## src/rtl/timer_counter.sv

```systemverilog
// Timer count/compare stage.
// Holds a free-running 64-bit count and a 64-bit compare value. Both are
// written 32 bits at a time. A count/compare match sets a sticky status bit.
// That status bit, gated by an enable, drives the timer interrupt.
module timer_counter #(
  parameter int CNT_W  = 64,
  parameter int DATA_W = 32
) (
  input  logic              clk,
  input  logic              rst,
  input  logic              cnt_en,
  input  logic              wr_en,
  input  logic [2:0]        wr_sel,
  input  logic [DATA_W-1:0] wr_data,
  output logic [CNT_W-1:0]  cnt_val,
  output logic [CNT_W-1:0]  cmp_val,
  output logic              int_st,
  output logic              int_en,
  output logic              tim_int
);

  localparam logic [2:0] SEL_CNT_LO = 3'd0;
  localparam logic [2:0] SEL_CNT_HI = 3'd1;
  localparam logic [2:0] SEL_CMP_LO = 3'd2;
  localparam logic [2:0] SEL_CMP_HI = 3'd3;
  localparam logic [2:0] SEL_INT_ST = 3'd4;
  localparam logic [2:0] SEL_INT_EN = 3'd5;

  logic [CNT_W-1:0] cnt_q;
  logic [CNT_W-1:0] cmp_q;
  logic             int_st_q;
  logic             int_en_q;

  logic wr_cnt_lo;
  logic wr_cnt_hi;
  logic wr_cmp_lo;
  logic wr_cmp_hi;
  logic wr_st_clr;
  logic wr_int_en;
  logic match;

  assign wr_cnt_lo = wr_en && (wr_sel == SEL_CNT_LO);
  assign wr_cnt_hi = wr_en && (wr_sel == SEL_CNT_HI);
  assign wr_cmp_lo = wr_en && (wr_sel == SEL_CMP_LO);
  assign wr_cmp_hi = wr_en && (wr_sel == SEL_CMP_HI);
  assign wr_st_clr = wr_en && (wr_sel == SEL_INT_ST) && wr_data[0];
  assign wr_int_en = wr_en && (wr_sel == SEL_INT_EN);

  // Compare on registered values only, so the status rises one cycle after the count reaches the compare value.
  assign match = (cnt_q == cmp_q);

  // Counter: a software write takes priority and swallows a coincident increment pulse.
  always_ff @(posedge clk) begin
    if (rst) begin
      cnt_q <= '0;
    end else if (wr_cnt_lo) begin
      cnt_q[DATA_W-1:0] <= wr_data;
    end else if (wr_cnt_hi) begin
      cnt_q[CNT_W-1:DATA_W] <= wr_data;
    end else if (cnt_en) begin
      cnt_q <= cnt_q + 1'b1;
    end
  end

  // Compare register: each half is written independently.
  always_ff @(posedge clk) begin
    if (rst) begin
      cmp_q <= '1;
    end else if (wr_cmp_lo) begin
      cmp_q[DATA_W-1:0] <= wr_data;
    end else if (wr_cmp_hi) begin
      cmp_q[CNT_W-1:DATA_W] <= wr_data;
    end
  end

  // Sticky status: a match set wins over a write-one-to-clear in the same cycle.
  always_ff @(posedge clk) begin
    if (rst) begin
      int_st_q <= 1'b0;
    end else if (match) begin
      int_st_q <= 1'b1;
    end else if (wr_st_clr) begin
      int_st_q <= 1'b0;
    end
  end

  // Interrupt enable: only bit 0 of the write data is meaningful.
  always_ff @(posedge clk) begin
    if (rst) begin
      int_en_q <= 1'b0;
    end else if (wr_int_en) begin
      int_en_q <= wr_data[0];
    end
  end

  assign cnt_val = cnt_q;
  assign cmp_val = cmp_q;
  assign int_st  = int_st_q;
  assign int_en  = int_en_q;
  // Both inputs are flops, so the AND cannot glitch.
  assign tim_int = int_st_q & int_en_q;

endmodule

```

## config.mk

```make
export PLATFORM = sky130hd
export DESIGN_NAME = timer_counter
export DESIGN_NICKNAME = d
export VERILOG_FILES = /design/src/rtl/timer_counter.sv
export SDC_FILE = /design/constraint.sdc
export NUM_CORES = 1
export LEC_CHECK = 0
export CAP_MARGIN = 20
export CORE_UTILIZATION = 40
export DETAILED_ROUTE_END_ITERATION = 12
export PLACE_DENSITY_LB_ADDON = 0.2
export SYNTH_ARGS = -nofsm -noshare
export SYNTH_HDL_FRONTEND = slang
export SYNTH_SLANG_ARGS = --single-unit
```

## constraint.sdc

```tcl
create_clock -name clk -period 2.5 [get_ports clk]
set_input_delay 0.75 -clock clk [delete_from_list [all_inputs] [get_ports clk]]
set_output_delay 0.75 -clock clk [all_outputs]
set_load 0.03 [all_outputs]
```

==> summary.md <==
| Metric | Value |
|---|---|
| Final setup vio count | 0 |
| Rel. slew slack | 61.1% |
| Port bufs | 169 |
| Vias per cell | 5.80 |
| Sequential share of the synthesized area | 36.9% |
| Ys async rst share | 0% |
| First-pass GRT wire length | just over 40 mm |
| Unrepaired setup endpoints after global routing | no |
| CP max FO | 7 |
| Synth Flop Type | dfxtp_1 |
| CTS tree | built |
| Setup crit start kind | flip-flop |
| Leading area contributor after synthesis | dfxtp_1 |
| Leak Pwr | 3.59 nW |
| Number of synthesized register bits | 130 |
| Syn. warnings | 0 |
| Diode count | 0 |
| Slowest stage delay, CP | 0.74 ns |
| P_sw | 1.46 mW |
| Switching Fraction | between 20% and 30% |
| CP required | roughly 1.8 ns |
| Maximum clock path buffer count | 2 |
| Drt wl/cell | 21.0 um |
| Cell internal pwr | 4.01 mW |
| Fmax | between 400 and 500 MHz |
| DR iter-0 viols | 774 |
| CTS sink count | 130 |
| Max cap viols | 0 |
| Critical R2R Launch | cnt_val[12] |
| Drt pass-1 iters | 5 |
| Buffers & Inverters on Critical Path | 1 |
| Pin count of the biggest net entering global routing | 37 |
| Top cell type's share of synthesized area | 36.9% |
| Hpwl dp | 20.7 mm |
| Synth Cell Area | about 0.0070 sq mm |
| TritonCTS Buffers | 17 |
| Die area | between 0.015 and 0.02 sq mm |
| CP top delay family | buffers and inverters |
| Most frequent cells after synthesis | 141 x nand2_1, 130 x dfxtp_1, 82 x xnor2_1 |
| Core area | 0.0172 sq mm |
| Vias in the first global route | approximately 6800 |
| Combinational Power Share | 14.9% |
| DRC | 0 |
| Synth cell types | 55 |
| Clk Tree Root Cell | clkbuf_16 |
| Initial Util | between 40% and 50% |
| Top-count cell post-synth | nand2_1 |
| NumNets Final | 1101 |
| Overflow left after global routing | 0 |
| Reg clk slew, reported paths | 0.05 ns |
| # IOs | 170 |
| Synthesis-to-layout area growth | 41.9% |
| Minimum clock period | 2.44 ns |
| Clock Skews | 0.00857 ns |
| Clk_lat worst skew | 0.43 ns |
| Initial antenna violation count | 0 |
| Min-Delay Startpoint | int_st |
| Slew Viols, Final | 0 |
| Fin crit share | 97.6% |
| Clock power share | roughly 44% |
| H-tree Lvls | 4 |
| Setup CP Type | flip-flop to output pin |
| DRT Wirelength | 27.2 mm |
| Final setup TNS | 0 ns |
| Crit path DAT | 1.69 ns |
| Pwr Density | 547 mW/mm^2 |
| Status | finished, final reports clean |
| Via count | about 7500 |
| Routability-driven placement congestion ratio | 0.974 |
| CP endpoint kind | output pin |
| Final Hold Violating Endpoints | 0 |
| VDD IR-drop max | 495 uV |
| Hold/Removal Path Class | flip-flop to flip-flop |
| Syn Nets | around 900 |
| Cts hold-fix bufs | 0 |
| Worst Tran Pin Value | 0.583 ns |
| Post-Syn Instances | 858 |
| Critical-path top delay cell | clkdlybuf4s50_1 |
| Sequential fraction of design power | 40.9% |
| Fin util | 58.0% |
| Antenna-violating nets left | 0 |
| Post-synth EDFFs | 0 |
| Die W | 135 um |
| Layout cells sized above 1 | 12.2% |
| Avg Synthesized Cell Area | 8.21 sq um |
| GR Util All Layers | 30.1% |
| Site Rows | 48 |
| Die Y | between 100 and 150 um |
| Top post-synthesis cells by area | dfxtp_1 37%, xnor2_1 10%, nand2_1 7.5% |
| Crit path cell chain | clkdlybuf4s50_1 |
| CP Launch Point | cnt_val[28] |
## worst register-to-register path, cell delays in order (launching register included)
cell	delay [ns]
dfxtp_1	0.41
buf_4	0.16
nand4_1	0.13
or4_4	0.63
nor4_4	0.29
buf_4	0.21
nand3_1	0.11
xor2_1	0.18
a211oi_2	0.22
## cells by family (layout without fill, tap and decap cells)
group           after synthesis  after routing  share of synthesized area [%]
fa+ha+maj                     1              1                          0.178
xor+xnor                    100            100                           12.4
flops                       130            130                           36.9
buf+inv                      63            275                           4.09
mux                           2              2                          0.284
simple gates                431            431                           32.5
compound gates              131            131                           13.6
## routing by layer
metal / up-vias / GRT usage, % / share of wire [%] / routed length, um
met5: - / 0 / 0 / 0
met4: 0 / 12.2 / 3.0 / 812
met3: 55 / 8.26 / 9.0 / 2450
met2: 362 / 47.7 / 47 / 12600
met1: 3633 / 38.7 / 41 / 11300
li1: 3456 / - / - / -
## what timing repair did
action,4_1_cts,5_1_grt
resized for setup,0,7
endpoints found under the setup margin,0,11
buffers inserted,0,1
## layout make-up
class,instances,area [sq um]
sequential,130,2610
fill,1576,7240
tap,225,282
clock buffer,22,474
inverter,3,11.3
clock inverter,6,82.6
timing repair buffer,244,2360
multi-input combinational,665,4180
## flip-flops by register name (all words and copies together), names as in the netlist
signal   cells
int_en       1
int_st       1
cmp_val     64
cnt_val     64
## power groups by stage
stage          clock network (mW)  registers (mW)  logic, mW
6_report                     2.41            2.24      0.817
5_1_grt                      2.52            2.25      0.855
4_1_cts                      2.43            2.24      0.809
3_5_place_dp                    0            2.28      0.805
3_3_place_gp                    0            2.28      0.804
2_1_floorplan                   0            2.40      0.268
## layout by cell type (no fill, tap or decap), types with 4 or more instances in the layout
cell type	netlist	layout
clkdlybuf4s50_1	0	164
nand2_1	141	139
dfxtp_1	130	128
xnor2_1	82	82
buf_4	3	68
nor2_1	64	62
nand4_1	45	45
nand3_1	36	36
nand3b_1	33	33
nor2b_1	33	33
a211o_1	32	32
a211oi_1	25	25
a21oi_1	22	22
xor2_1	18	18
clkbuf_16	0	17
nor4_1	14	14
nor3_1	15	13
o21ai_0	12	12
a31oi_1	8	8
o211ai_1	8	8
and3_1	8	8
buf_12	0	8
or3_1	7	7
a22oi_1	5	5
a311oi_1	5	5
or4_1	4	4
and2_1	4	4
dlymetal6s2s_1	0	4
## worst paths after layout
kind	endpoint	slack, ns	cells past startpoint
setup / recovery	cnt_val[28]	0.06	1
hold / removal	int_st	0.48	2
setup reg to reg	cnt_val[58]	0.09	8
hold reg to reg	int_st	0.48	2
## through the flow
| step | std cells | setup slack [ns] | cell area (sq um) | total power [mW] | hold WS (ns) |
|---|---|---|---|---|---|
| final | 1295 | 0.0607 | 10000 | 5.47 | 0.482 |
| after global routing | 1295 | 0.00276 | 10000 | 5.62 | 0.501 |
| after CTS | 1294 | 0.00643 | 9970 | 5.48 | 0.485 |
| after detailed placement | 1266 | -0.405 | 9410 | 3.09 | 0.477 |
| after global placement | 1266 | -0.398 | 9410 | 3.08 | 0.464 |
| after floorplan | 858 | 0.0864 | 7050 | 2.67 | 0.586 |
Power figures use the tool's default switching activity.
